<file path="src/rtl/axi2apb_bridge_ctrl.sv">
// AXI4-Lite slave to APB4 master bridge: per-channel capture registers, alternating
// read/write arbitration, multi-slave decode with DECERR and an ACCESS-phase timeout.
module axi2apb_bridge_ctrl #(
  parameter int DATA_WIDTH = 32,
  parameter int ADDR_WIDTH = 32,
  parameter int NUM_SLAVES = 4,
  parameter int SLV_LSB    = 12,
  parameter int TIMEOUT    = 256
) (
  input  logic                    clk,
  input  logic                    rst,
  input  logic [ADDR_WIDTH-1:0]   awaddr,
  input  logic [2:0]              awprot,
  input  logic                    awvalid,
  output logic                    awready,
  input  logic [DATA_WIDTH-1:0]   wdata,
  input  logic [DATA_WIDTH/8-1:0] wstrb,
  input  logic                    wvalid,
  output logic                    wready,
  output logic [1:0]              bresp,
  output logic                    bvalid,
  input  logic                    bready,
  input  logic [ADDR_WIDTH-1:0]   araddr,
  input  logic [2:0]              arprot,
  input  logic                    arvalid,
  output logic                    arready,
  output logic [DATA_WIDTH-1:0]   rdata,
  output logic [1:0]              rresp,
  output logic                    rvalid,
  input  logic                    rready,
  output logic [ADDR_WIDTH-1:0]   paddr,
  output logic [2:0]              pprot,
  output logic                    pwrite,
  output logic [DATA_WIDTH-1:0]   pwdata,
  output logic [DATA_WIDTH/8-1:0] pstrb,
  output logic [NUM_SLAVES-1:0]   psel,
  output logic                    penable,
  input  logic [DATA_WIDTH-1:0]   prdata,
  input  logic                    pready,
  input  logic                    pslverr,
  output logic [1:0]              dbg_state
);
  localparam int SEL_W  = (NUM_SLAVES > 1) ? $clog2(NUM_SLAVES) : 1;
  localparam int STRB_W = DATA_WIDTH / 8;
  localparam int CNT_W  = (TIMEOUT > 1) ? $clog2(TIMEOUT) : 1;

  typedef enum logic [1:0] {S_IDLE = 2'd0, S_SETUP = 2'd1, S_ACCESS = 2'd2, S_RESP = 2'd3} state_t;

  state_t                r_state;
  logic                  r_live;
  logic                  r_aw_full, r_w_full, r_ar_full;
  logic [ADDR_WIDTH-1:0] r_aw_addr, r_ar_addr;
  logic [2:0]            r_aw_prot, r_ar_prot;
  logic [DATA_WIDTH-1:0] r_w_data;
  logic [STRB_W-1:0]     r_w_strb;
  logic                  r_last_wr, r_is_wr;
  logic [CNT_W-1:0]      r_cnt;
  logic [ADDR_WIDTH-1:0] r_paddr;
  logic [2:0]            r_pprot;
  logic                  r_pwrite, r_penable;
  logic [DATA_WIDTH-1:0] r_pwdata, r_rdata;
  logic [STRB_W-1:0]     r_pstrb;
  logic [NUM_SLAVES-1:0] r_psel;
  logic                  r_bvalid, r_rvalid;
  logic [1:0]            r_bresp, r_rresp;

  logic                  w_wr_pend, w_rd_pend, w_grant_wr, w_grant_rd, w_mapped;
  logic [ADDR_WIDTH-1:0] w_req_addr, w_slv_field;
  logic [SEL_W-1:0]      w_slv_idx;
  logic [NUM_SLAVES-1:0] w_sel_onehot;

  // Every AXI channel is valid/ready: a transfer happens on the clock edge where both
  // are high, and a raised valid keeps its payload stable until that edge.
  assign awready   = r_live & ~r_aw_full;
  assign wready    = r_live & ~r_w_full;
  assign arready   = r_live & ~r_ar_full;
  assign bvalid    = r_bvalid;
  assign bresp     = r_bresp;
  assign rvalid    = r_rvalid;
  assign rresp     = r_rresp;
  assign rdata     = r_rdata;
  assign paddr     = r_paddr;
  assign pprot     = r_pprot;
  assign pwrite    = r_pwrite;
  assign pwdata    = r_pwdata;
  assign pstrb     = r_pstrb;
  assign psel      = r_psel;
  assign penable   = r_penable;
  assign dbg_state = r_state;

  // On a tie, the channel that did not win last time is served.
  assign w_wr_pend  = r_aw_full & r_w_full;
  assign w_rd_pend  = r_ar_full;
  assign w_grant_wr = w_wr_pend & (~w_rd_pend | ~r_last_wr);
  assign w_grant_rd = w_rd_pend & ~w_grant_wr;
  assign w_req_addr = w_grant_wr ? r_aw_addr : r_ar_addr;

  // Any address bit above the slave field being set also makes the access unmapped.
  assign w_slv_field = w_req_addr >> SLV_LSB;
  assign w_mapped    = (w_slv_field < ADDR_WIDTH'(NUM_SLAVES));
  assign w_slv_idx   = w_slv_field[SEL_W-1:0];

  always_comb begin
    w_sel_onehot = '0;
    w_sel_onehot[w_slv_idx] = 1'b1;
  end

  always_ff @(posedge clk or negedge rst) begin
    if (!rst) begin
      r_state   <= S_IDLE;
      r_live    <= 1'b0;
      r_aw_full <= 1'b0;
      r_w_full  <= 1'b0;
      r_ar_full <= 1'b0;
      r_aw_addr <= '0;
      r_ar_addr <= '0;
      r_aw_prot <= '0;
      r_ar_prot <= '0;
      r_w_data  <= '0;
      r_w_strb  <= '0;
      r_last_wr <= 1'b1;
      r_is_wr   <= 1'b0;
      r_cnt     <= '0;
      r_paddr   <= '0;
      r_pprot   <= '0;
      r_pwrite  <= 1'b0;
      r_pwdata  <= '0;
      r_pstrb   <= '0;
      r_psel    <= '0;
      r_penable <= 1'b0;
      r_bvalid  <= 1'b0;
      r_rvalid  <= 1'b0;
      r_bresp   <= 2'b00;
      r_rresp   <= 2'b00;
      r_rdata   <= '0;
    end else begin
      r_live <= 1'b1;
      if (awvalid && awready) begin
        r_aw_full <= 1'b1;
        r_aw_addr <= awaddr;
        r_aw_prot <= awprot;
      end
      if (wvalid && wready) begin
        r_w_full <= 1'b1;
        r_w_data <= wdata;
        r_w_strb <= wstrb;
      end
      if (arvalid && arready) begin
        r_ar_full <= 1'b1;
        r_ar_addr <= araddr;
        r_ar_prot <= arprot;
      end
      case (r_state)
        S_IDLE: begin
          if (w_grant_wr || w_grant_rd) begin
            r_is_wr   <= w_grant_wr;
            r_last_wr <= w_grant_wr;
            if (w_grant_wr) begin
              r_aw_full <= 1'b0;
              r_w_full  <= 1'b0;
            end else begin
              r_ar_full <= 1'b0;
            end
            if (!w_mapped) begin
              r_state <= S_RESP;
              if (w_grant_wr) begin
                r_bvalid <= 1'b1;
                r_bresp  <= 2'b11;
              end else begin
                r_rvalid <= 1'b1;
                r_rresp  <= 2'b11;
                r_rdata  <= '0;
              end
            end else begin
              r_state  <= S_SETUP;
              r_psel   <= w_sel_onehot;
              r_paddr  <= w_req_addr;
              r_pprot  <= w_grant_wr ? r_aw_prot : r_ar_prot;
              r_pwrite <= w_grant_wr;
              r_pwdata <= w_grant_wr ? r_w_data : '0;
              r_pstrb  <= w_grant_wr ? r_w_strb : '0;
            end
          end
        end
        S_SETUP: begin
          r_penable <= 1'b1;
          r_cnt     <= '0;
          r_state   <= S_ACCESS;
        end
        S_ACCESS: begin
          if (pready || (TIMEOUT != 0 && r_cnt == CNT_W'(TIMEOUT - 1))) begin
            r_psel    <= '0;
            r_penable <= 1'b0;
            r_state   <= S_RESP;
            if (r_is_wr) begin
              r_bvalid <= 1'b1;
              r_bresp  <= (!pready || pslverr) ? 2'b10 : 2'b00;
            end else begin
              r_rvalid <= 1'b1;
              r_rresp  <= (!pready || pslverr) ? 2'b10 : 2'b00;
              r_rdata  <= pready ? prdata : '0;
            end
          end else begin
            r_cnt <= r_cnt + CNT_W'(1);
          end
        end
        S_RESP: begin
          if (r_bvalid && bready) begin
            r_bvalid <= 1'b0;
            r_state  <= S_IDLE;
          end
          if (r_rvalid && rready) begin
            r_rvalid <= 1'b0;
            r_state  <= S_IDLE;
          end
        end
        default: r_state <= S_IDLE;
      endcase
    end
  end
endmodule

</file>
<file path="config.mk">
export PLATFORM = sky130hd
export DESIGN_NAME = axi2apb_bridge_ctrl
export DESIGN_NICKNAME = d
export VERILOG_FILES = /design/src/rtl/axi2apb_bridge_ctrl.sv
export SDC_FILE = /design/constraint.sdc
export NUM_CORES = 1
export LEC_CHECK = 0
export CAP_MARGIN = 20
export CORE_MARGIN = 2
export CORE_UTILIZATION = 48
export CTS_BUF_LIST = sky130_fd_sc_hd__clkbuf_4 sky130_fd_sc_hd__clkbuf_8 sky130_fd_sc_hd__clkbuf_16
export DETAILED_ROUTE_END_ITERATION = 8
export GPL_TIMING_DRIVEN = 0
export PLACE_DENSITY_LB_ADDON = 0.1
export SLEW_MARGIN = 20
export SYNTH_ARGS = -nofsm -noshare
export SYNTH_HDL_FRONTEND = slang
export SYNTH_SLANG_ARGS = --single-unit
</file>
<file path="constraint.sdc">
create_clock -name clk -period 2.5 [get_ports clk]
set_input_delay 0.25 -clock clk [delete_from_list [all_inputs] [get_ports clk]]
set_output_delay 0.25 -clock clk [all_outputs]
set_load 0.1 [all_outputs]
</file>
### Word level (Yosys, flattened, before mapping)

Index checks and enable logic that the tools add are counted.

* $lt $le $gt $ge: 3
* eq/ne operators: 16
* multiplexer cells: 66
* bitwise logic cells: 12
* reduce and logical (&&, ||, !) cells: 24
* $add $sub $neg: 1

Operators by type and width (count)
* $mux 32: 8
* $pmux 32 s2: 1
* $mux 2: 16
* $mux 1: 26
* $ne 2x2->1 const B: 11
* $lt 20x3->1 const B: 1
* $mux 4: 4
* $pmux 8 s2: 1
* $reduce_and 7->1: 2
* $reduce_and 6->1: 2
* $add 8x1->8 const B: 1
* $eq 8x8->1 const B: 1
* $mux 8: 1
* $pmux 2 s2: 2
* $pmux 2 s4: 1
* $pmux 4 s2: 1
* $and 1x1->1: 6
* $logic_and 1x1->1: 6
* $pmux 1 s3: 2
* $reduce_and 2->1: 3
* $reduce_and 3->1: 2
* $not 1->1: 5
* $eq 2x2->1 const B: 2
* $reduce_and 4->1: 1
* other kinds (13): 16

* output and inout bits: 120
* word-level logic and storage cells: 148
* flip-flop bits (word level): 237
* bits of input ports: 147

### Logic depth before layout (Yosys ltp)

Gate-level depths: netlist (run 1).

* word-level depth: 11
* mapped depth: 9
* gate-level depth less buffers: 8

### Worst setup path before layout (run 1)

Ideal clock, no wire load.

* path kind: register to register
* start point: register r_ar_full
* end point: register r_ar_addr[10]
* arrival: 2.955 ns
* required time: 2.375 ns
* path buffers: 1
* cell stages (with the launch flop): 5
* period minus slack after synthesis: 3.079 ns
* library setup time: 0.125 ns
* slack: -0.579 ns
* cell sequence: dfrtp_1 -> nor2b_1 -> nand2_1 -> clkbuf_1 -> mux2_2

* cells in the longest elaborated chain, start to end: 3

Ends and longest elaborated chain
* start: declaration: line 51 `logic r_aw_full, r_w_full, r_ar_full;`
* start signal: assignment: line 114 `r_ar_full <= 1'b0;`
* start signal: assignment: line 149 `r_ar_full <= 1'b1;`
* start signal: assignment: line 162 `r_ar_full <= 1'b0;`
* $not 1->1: line 76 `assign arready = r_live & ~r_ar_full;`
* $and 1x1->1: line 76
* net arready: line 26 `output logic arready,`
* $logic_and 1x1->1: line 148 `if (arvalid && arready) begin`
* end signal: assignment: line 150 `r_ar_addr <= araddr;`
* end: declaration: line 52 `logic [ADDR_WIDTH-1:0] r_aw_addr, r_ar_addr;`

The timed path passes the listed nets, and every way through them passes these cells.
A chain may end at the register's enable or synchronous reset.

### Worst setup path in the final report (run 1)

* start point: register r_cnt[0]
* end point: register r_rdata[20], in the netlist rdata[20]

* cells in the longest elaborated chain, start to end: 4

Ends and longest elaborated chain
* start: declaration: line 57 `logic [CNT_W-1:0] r_cnt;`
* start signal: assignment: line 204 `r_cnt <= r_cnt + CNT_W'(1);`
* $eq 8x8->1: line 191 `if (pready || (TIMEOUT != 0 && r_cnt == CNT_W'(TIMEOUT - 1))) begin`
* $logic_or 1x1->1: line 191
* $ne 2x2->1 (no source line)
* $reduce_and 6->1 (no source line)
* end signal: assignment: line 201 `r_rdata <= pready ? prdata : '0;`
* end: declaration: line 61 `logic [DATA_WIDTH-1:0] r_pwdata, r_rdata;`

No other way between the ends.

==> results of run 1 <==
-- worst max-delay path, stage by stage (launching register included) --
cell and delay [ps]:
dfrtp_1 410, ha_1 210, and4_1 250, a21oi_2 150, a31oi_2 230, o211ai_1 220, a211o_2 400, buf_6 170
a22o_1 240
-- what timing repair did --
action	in CTS	in global routing
resized for setup	5	8
hold buffers	1	0
pin swaps	2	4
hold endpoints to repair	40	0
setup buffers	1	3
endpoints found under the setup margin	57	80
-- layer usage --
layer	GRT usage, %	vias up	part of all wire, %
met5	0	-	0
met4	5.472	0	2.1
met3	7.344	35	9.0
met2	36.87	208	47
met1	27.93	3189	42
li1	-	2962	-
-- cells in the final DEF, fill, tap and decap left out, drive strengths merged, types with 18 or more instances in the layout --
cell type and count:
clkdlybuf4s50 262, dfrtp 236, mux2 110, nand2 42
clkbuf 61, and2 18, o21ai 30, a22o 68
mux2i 18, buf 20
-- sequential cells by signal (all words and copies together) (netlist names), 2 cells and up --
| signal | cells |
|---|---|
| bresp | 2 |
| dbg_state | 2 |
| paddr | 32 |
| pprot | 3 |
| psel | 4 |
| pstrb | 4 |
| pwdata | 32 |
| r_ar_addr | 32 |
| r_ar_prot | 3 |
| r_aw_addr | 32 |
| r_aw_prot | 3 |
| r_cnt | 8 |
| r_w_data | 32 |
| r_w_strb | 4 |
| rdata | 32 |
| rresp | 2 |
-- power by group through the flow --
stage | clock, mW | combinational, mW | sequential [mW]
floorplan | 0 | 2.50 | 7.29
global placement | 0 | 5.44 | 5.68
detailed placement | 0 | 5.62 | 5.77
CTS | 3.65 | 5.66 | 5.72
global route | 3.80 | 6.03 | 5.87
finish | 3.55 | 5.65 | 5.73
-- final timing paths --
| check | startpoint | to | slack (ps) | depth (start not counted) |
|---|---|---|---|---|
| worst min-delay path | rst | r_ar_addr[16] | 220 | 2 |
| max in group asynchronous | rst | r_aw_addr[17] | 1050 | 4 |
| worst max-delay path | r_cnt[0] | rdata[20] | 100 | 8 |
| worst min register to register | r_is_wr | r_is_wr | 480 | 2 |
| worst max register to register | r_cnt[0] | rdata[20] | 100 | 8 |
| min in group clk | prdata[21] | rdata[21] | 350 | 2 |
-- cells by family (layout without fill, tap and decap cells) --
kind of cell             count (synthesis)  after routing
adder cells (fa/ha/maj)                  6              6
AO/OA/AOI/OAI                          129            129
flip-flops                             237            237
other                                    1              1
multiplexers                           128            128
XOR/XNOR                                 5              5
AND/OR/NAND/NOR                        104            104
buffers and inverters                   46            363
-- stage by stage --
stage | area, um^2 | hold slack (ps)
6_report | 13150 | 215.5
5_1_grt | 13150 | 231.6
4_1_cts | 13100 | 210.9
3_5_place_dp | 12270 | 149.8
3_3_place_gp | 12210 | 460.9
2_1_floorplan | 9254 | -45.59
-- final cells by class --
class / count / area (um^2)
Timing Repair Buffer: 273 / 2759
Sequential cell: 237 / 5937
Inverter: 12 / 45.04
Tap cell: 234 / 292.8
Clock inverter: 4 / 26.28
Clock buffer: 41 / 777.0
Buffer: 33 / 181.4
Multi-Input combinational cell: 373 / 3128
Fill cell: 1275 / 5622
==> flow_summary.json, run 1 <==
{
  "status": "finished, final reports clean",
  "startpoint_type": "flop",
  "dp_hpwl_um": 16190,
  "clock.fmax_mhz": 416.7,
  "start_util_pct": 49.24,
  "ant_nets": 0,
  "utilization_pct": 70.05,
  "port_buffers": 266,
  "fin_cells": 1207,
  "synthArstFlopShare_pct": 100.0,
  "p_sw_mw": 5.602,
  "die_y_um": 142.8,
  "synth_cell_types": 50,
  "hp-class": "in2async",
  "seq_area_frac_synth_pct": 64.19,
  "ys_ff_latch": 237,
  "diodes": 0,
  "synth-simple-area-share_pct": 5.998,
  "io_pins": 267,
  "power.density_nw_per_um2": 1135,
  "wire_per_inst_um": 18.67,
  "p_int_mw": 9.322,
  "dr_total_vias": 6394,
  "p_leak_nw": 5.876,
  "synthesis.nets": 809,
  "grt_max_degree": 101,
  "cts.clk_slew.worst_paths_ps": 60,
  "yosysMostFrequentCell": "dfrtp_1",
  "hold_viol_final": 0,
  "drt_wl_total_um": 22530,
  "grt_pass1_wl_um": 35940,
  "crit_arrival_ps": 2790,
  "fin_setup_tns_ps": 0,
  "yosysTopAreaCellShare_pct": 63.90,
  "synth_area_leaders": "dfrtp_1 64%, mux2_2 13%, a22o_1 6.4%",
  "grtUsageTotal_pct": 22.06,
  "worst_slew_pin_slew_ps": 1028,
  "synth-main-ff-cell": "dfrtp_1",
  "pwr-share-clk_pct": 23.8,
  "synth_area_um2": 9241,
  "sw_frac_of_total_pct": 37.54,
  "dr.pass1.iters": 4,
  "cts_made_buffers": 25,
  "slew_viol_final": 0,
  "pwr-share-comb_pct": 37.8,
  "place_ws_ps": -125.3,
  "drive_gt1_share_pct": 20.14,
  "insertion_delay_ps": 510,
  "htreeDepth": 1,
  "maxCapViolCount": 0,
  "syn_to_final_growth_pct": 42.26,
  "cts_root_buf": "clkbuf_16",
  "synth_xor_xnor_area_share_pct": 0.4739,
  "avgViaCountPerCell": 5.297,
  "antenna_found_initial": 0,
  "p_total_mw": 14.92,
  "drc": 0,
  "core-area_um2": 18770,
  "fin_nets": 1108,
  "synth-adder-area-share_pct": 0.8123,
  "dp_cells": 1158,
  "synth_top_family_by_area": "multiplexers",
  "setup_ws_ps": 100.3,
  "setup_viol": 0,
  "synth_compound_area_share_pct": 10.74,
  "min_period_ps": 2400,
  "grt-ovfl-total": 0,
  "finClkSkew_ps": 7.092,
  "finalWeightedCongestion": 0.8206,
  "maxSlewHeadroom_pct": 31.28,
  "path_max_fanout": 10,
  "drtIter0Drc": 347,
  "critical_path_class": "reg2reg",
  "synth_edf_count": 0,
  "cts_tree": "built",
  "ys_top_cells_by_count": "236 x dfrtp_1, 110 x mux2_2, 68 x a22o_1",
  "clk_path_buf_depth": 3,
  "ys_warn_count": 0,
  "synth_top_area_cell": "dfrtp_1",
  "cts_sinks": 237,
  "grt_pass1_vias": 6838,
  "row_count": 50,
  "critPathRequiredTime_ps": 2890,
  "yosys-mux-area-fraction_pct": 15.35,
  "die_area_um2": 20380,
  "dieWidth_um": 142.8,
  "peakVddDrop_v": 0.0006069,
  "seqPwrFrac_pct": 38.4,
  "syn_inst": 656,
  "avgSynthCellArea_um2": 14.09,
  "cp-end-kind": "flop",
  "period_share_pct": 95.99
}
No activity file was read; power rests on OpenSTA's default activity.
==> run 2, diff against run 1 <==
- ABC_CLOCK_PERIOD_IN_PS: default -> 2900
- CORE_UTILIZATION: 48 -> 51
- RECOVER_POWER: default -> 25
- clock period: 2.5 -> 2.9 ns (I/O delays scaled with it)
==> run 2 against run 1 <==
Net effect: the flow now finishes with violations (capacitance limit, slew limit); die area shrank 5.7%; clock skew is 11 ps higher; clock power is 7.6% lower; highest routed layer unchanged; critical endpoint is now arready; utilization is 3.5 points higher; critical path depth fell by 6.
==> flow_summary.json, run 2 (synthesis results as in run 1) <==
{
  "critical_path_class": "reg2out",
  "row_count": 49,
  "io_pins": 267,
  "final_cell_mix": "265 x clkdlybuf4s50_1, 236 x dfrtp_1, 110 x mux2_2",
  "finClkSkew_ps": 17.94,
  "pwr-share-clk_pct": 25.2,
  "grt-ovfl-total": 0,
  "dr.pass1.iters": 4,
  "grt_pass1_vias": 6930,
  "cts_root_buf": "clkbuf_16",
  "p_int_mw": 8.214,
  "worst_slew_pin_slew_ps": 2103,
  "crit_arrival_ps": 2420,
  "pwr-share-comb_pct": 37.0,
  "slew_viol_final": 35,
  "hp-class": "in2reg",
  "core-area_um2": 17840,
  "cts_tree": "built",
  "drive_gt1_share_pct": 18.99,
  "rsz0062_at_grt": "false",
  "startpoint_type": "flop",
  "seq_area_um2": 5932,
  "power.density_nw_per_um2": 992.5,
  "cts_made_buffers": 24,
  "die_y_um": 138.6,
  "maxCapViolCount": 1,
  "cp-end-kind": "output port",
  "seqPwrFrac_pct": 37.8,
  "sw_frac_of_total_pct": 36.89,
  "slowest_delay_ps": 1190,
  "violations": "capacitance limit, slew limit",
  "avgViaCountPerCell": 5.376,
  "antenna_found_initial": 0,
  "drc": 0,
  "clk_path_buf_depth": 3,
  "dieWidth_um": 138.6,
  "utilization_pct": 73.51,
  "final_area_um2": 13120,
  "status": "finished, violations left",
  "multiInputGateArea_um2": 3095,
  "clock.fmax_mhz": 368.5,
  "p_sw_mw": 4.802,
  "slowest_stage": "clkdlybuf4s50_1",
  "drt_wl_total_um": 22810,
  "cts.clk_slew.worst_paths_ps": 60,
  "peakVddDrop_v": 0.0008075,
  "ant_nets": 0,
  "syn_to_final_growth_pct": 41.92,
  "dp_hpwl_um": 16430,
  "start_util_pct": 51.80,
  "post_cts_resized": 0,
  "insertion_delay_ps": 510,
  "die_area_um2": 19210,
  "fill_cells": 1147,
  "cts_sinks": 237,
  "setup_viol": 0,
  "critPathRequiredTime_ps": 2610,
  "fin_nets": 1104,
  "path_max_fanout": 7,
  "p_leak_nw": 5.853,
  "diodes": 0,
  "min_period_ps": 2714,
  "grtUsageTotal_pct": 23.81,
  "finalWeightedCongestion": 0.8701,
  "grt_max_degree": 104,
  "hold_viol_final": 0,
  "drtIter0Drc": 296,
  "htreeDepth": 1,
  "grt_pass1_wl_um": 36980,
  "wire_per_inst_um": 19.04,
  "period_share_pct": 93.57,
  "final_common_cell": "clkdlybuf4s50_1",
  "dr_total_vias": 6441,
  "r2r_setup_slack_ps": 250,
  "path_cells": "nor2b_2, clkdlybuf4s50_1",
  "port_buffers": 266,
  "maxSlewHeadroom_pct": -40.18,
  "postPlaceCellArea_um2": 12260
}
## run 2: changes by cell type in the layout (fill, tap and decap cells not counted), sizes merged
cell           previous run  this run
clkbuf                   61        54
buf                      20        18
clkinvlp                  1         0
dlygate4sd2               3         0
clkinv                    3         5
bufinv                    0         4
clkdlybuf4s50           262       265
## run 2: power groups by stage
| stage | sequential [mW] | clock (mW) | combinational (mW) |
|---|---|---|---|
| 2_1_floorplan | 6.28 | 0 | 2.16 |
| 3_3_place_gp | 4.89 | 0 | 4.68 |
| 3_5_place_dp | 4.97 | 0 | 4.83 |
| 4_1_cts | 4.92 | 3.36 | 4.86 |
| 5_1_grt | 5.04 | 3.51 | 5.12 |
| 6_report | 4.92 | 3.28 | 4.82 |
## run 2: layer usage
metal	vias up	GRT usage (%)	share of wire, %
met2	231	40.67	49
met5	-	0	0
met1	3213	29.96	40
li1	2957	-	-
met4	0	6.752	2.5
met3	40	6.872	8.2
## run 2: stage by stage
step / total power [mW] / hold slack [ps] / std cells / setup TNS (ps) / setup slack (ps)
finish: 13.02 / 383.6 / 1198 / 0 / 186.4
global route: 13.68 / 366.7 / 1198 / 0 / 57.16
CTS: 13.13 / 239.1 / 1198 / 0 / 186.7
detailed placement: 9.805 / 179.3 / 1153 / 0 / 247.6
global placement: 9.577 / 463.3 / 1151 / -1833870 / -7772
floorplan: 8.437 / -5.591 / 656 / 0 / 35.49
## run 2: final cells by class
class,count,share of cell area (%)
inverter,12,0.3434
tap,229,2.185
clock buffer,35,5.352
sequential,237,45.23
multi-input combinational,373,23.60
buffer,34,1.345
timing repair buffer,269,20.75
clock inverter,9,1.193
## run 2: path summary, 6_finish.rpt
check,startpoint,end,cells after the start
min in group asynchronous,rst,rdata[22],2
min,prdata[8],rdata[8],2
max reg2reg,dbg_state[0],rdata[19],9
max in group asynchronous,rst,paddr[15],3
max,r_ar_full,arready,2
min reg2reg,r_w_strb[3],pstrb[3],1
## run 2: critical path, delay by kind of cell, from the launching register on
family        cells  cell delay [ps]
buf+inv           1             1190
simple gates      1              250
flops             1              480
## run 2: what timing repair did
action	in CTS	in global routing
setup buffers	0	0
hold buffers	1	0
endpoints found under the hold margin	34	0
==> run 3, diff against run 2 <==
- CELL_PAD_IN_SITES_DETAIL_PLACEMENT: default -> 1
- CELL_PAD_IN_SITES_GLOBAL_PLACEMENT: default -> 1
- CORE_UTILIZATION: 51 -> 41
==> run 3 against run 2 <==
Net effect: the run still ends with capacitance limit, slew limit left; clock power is 2% higher; routed wire length is 11% higher; die area is 24% higher; clock skew is 2.8 ps higher; critical path depth stayed put; global-route usage is 2.2 points lower; utilization is 14 points lower; sequential share of layout area is 0.21 points lower; cell area is 0.46% higher; via count is 1.7% higher; setup slack better by 45 ps; sequential cell count stayed put; critical path type unchanged.
==> flow_summary.json, run 3 (synthesis results as in run 1) <==
{
  "status": "finished, violations left",
  "violations": "capacitance limit, slew limit",
  "dr.pass1.iters": 4,
  "period_share_pct": 92.03,
  "grt-ovfl-total": 0,
  "clk_path_buf_depth": 3,
  "htreeDepth": 1,
  "port_buffers": 266,
  "startpoint_type": "flop",
  "drive_gt1_share_pct": 19.34,
  "maxSlewHeadroom_pct": -7.653,
  "grtUsageTotal_pct": 21.62,
  "peakVddDrop_v": 0.0005261,
  "dp_cells": 1204,
  "wire_per_inst_um": 20.17,
  "fill_cells": 2129,
  "rsz0062_at_grt": "false",
  "insertion_delay_ps": 530,
  "path_buf_inv": 1,
  "cts_tree": "built",
  "cp-end-kind": "output port",
  "slowest_stage": "clkdlybuf4s50_1",
  "final_common_cell": "clkdlybuf4s50_1",
  "syn_to_final_growth_pct": 42.57,
  "die_area_um2": 23760,
  "grt_pass1_wl_um": 41000,
  "final_cell_mix": "265 x clkdlybuf4s50_1, 236 x dfrtp_1, 110 x mux2_2",
  "cts_sinks": 237,
  "clock.fmax_mhz": 374.7,
  "maxCapViolCount": 1,
  "start_util_pct": 42.09,
  "drc": 0,
  "die_y_um": 154.1,
  "finClkSkew_ps": 20.69,
  "cts_root_buf": "clkbuf_16",
  "dp_hpwl_um": 18380,
  "drt_wl_total_um": 25280,
  "cp.depth": 2,
  "drtIter0Drc": 163,
  "avgViaCountPerCell": 5.229,
  "antenna_found_initial": 0,
  "worst_slew_pin_slew_ps": 1615,
  "critical_path_class": "reg2out",
  "rr_worst_depth": 9,
  "row_count": 54,
  "fin_nets": 1106,
  "path_max_fanout": 7,
  "path_cells": "nor2b_2, clkdlybuf4s50_1",
  "setup_viol": 0,
  "dieWidth_um": 154.1,
  "grt_pass1_vias": 7502,
  "core-area_um2": 21960,
  "cts_made_buffers": 26,
  "dr_total_vias": 6552,
  "post_cts_resized": 0,
  "io_pins": 267,
  "hp-class": "in2reg",
  "fin_cells": 1253,
  "ant_nets": 0,
  "cp_top_family": "buffers and inverters",
  "post-cts-setup-buffers": 0,
  "hold_slack_ps": 372.5,
  "hold_viol_final": 0,
  "min_period_ps": 2669,
  "grt_max_degree": 88,
  "slowest_delay_ps": 1180,
  "cts.clk_slew.worst_paths_ps": 60,
  "crit_arrival_ps": 2380,
  "finalWeightedCongestion": 0.7570,
  "critPathRequiredTime_ps": 2610,
  "whs_path_depth": 2,
  "power.density_nw_per_um2": 998.1,
  "hold_buffers": 1,
  "p_leak_nw": 5.858,
  "slew_viol_final": 67
}
run 3: cell types whose count changed in the layout (fill, tap and decap cells not counted), sizes merged:
cell / delta
bufinv: -2
diode: +1
clkbuf: +5
run 3: worst paths after layout:
check | from | end | slack [ps]
min in group asynchronous | rst | paddr[22] | 720
setup reg to reg | dbg_state[0] | rdata[4] | 250
max in group asynchronous | rst | r_ar_addr[8] | 650
hold reg to reg | pprot[1] | pprot[1] | 480
setup / recovery | r_ar_full | arready | 230
hold / removal | araddr[0] | r_ar_addr[0] | 370
run 3: where the power goes:
part	internal, mW	switching, mW
Combinational	1.83	3.04
Sequential	4.34	0.600
Clock	2.05	1.30
Total	8.21	4.94
run 3: stage by stage:
step                      instance area, um^2  utilization [%]  setup TNS [ps]  setup WS [ps]  power, mW
final                                   13180            60.00               0          231.0      13.15
after global routing                    13170            59.99               0          21.68      13.85
after CTS                               13220            60.18               0          195.5      13.29
after detailed placement                12320            56.11               0          248.9      9.879
after global placement                  12260            55.84        -1882560          -7980      9.618
after floorplan                          9249                -               0          35.49      8.437
run 3: worst register-to-register path: stages (launching register included):
cell and delay [ps]:
dfrtp_1 480, inv_1 100, ha_1 230, nand2b_1 180, a21oi_2 130, a31oi_2 230, o211ai_1 300, a211o_2 470
buf_6 170, a22o_1 240
run 3: layout make-up:
cell class              count  area [um^2]  share of cell area [%]
diodes                      1        2.502                 0.01899
plain buffers              34        176.4                   1.339
clock buffers              40        787.0                   5.973
clock inverters             7        96.34                  0.7312
inverters                  12        45.04                  0.3419
multi-input cells         373         3095                   23.49
flip-flops and latches    237         5932                   45.02
well taps                 280        350.3                   2.659
repair buffers            269         2690                   20.42
run 3: layer usage:
metal | part of all wire [%] | GRT usage, %
met1 | 39 | 25.34
met2 | 52 | 38.95
met3 | 7.5 | 6.793
met4 | 1.8 | 4.628
met5 | 0 | 0
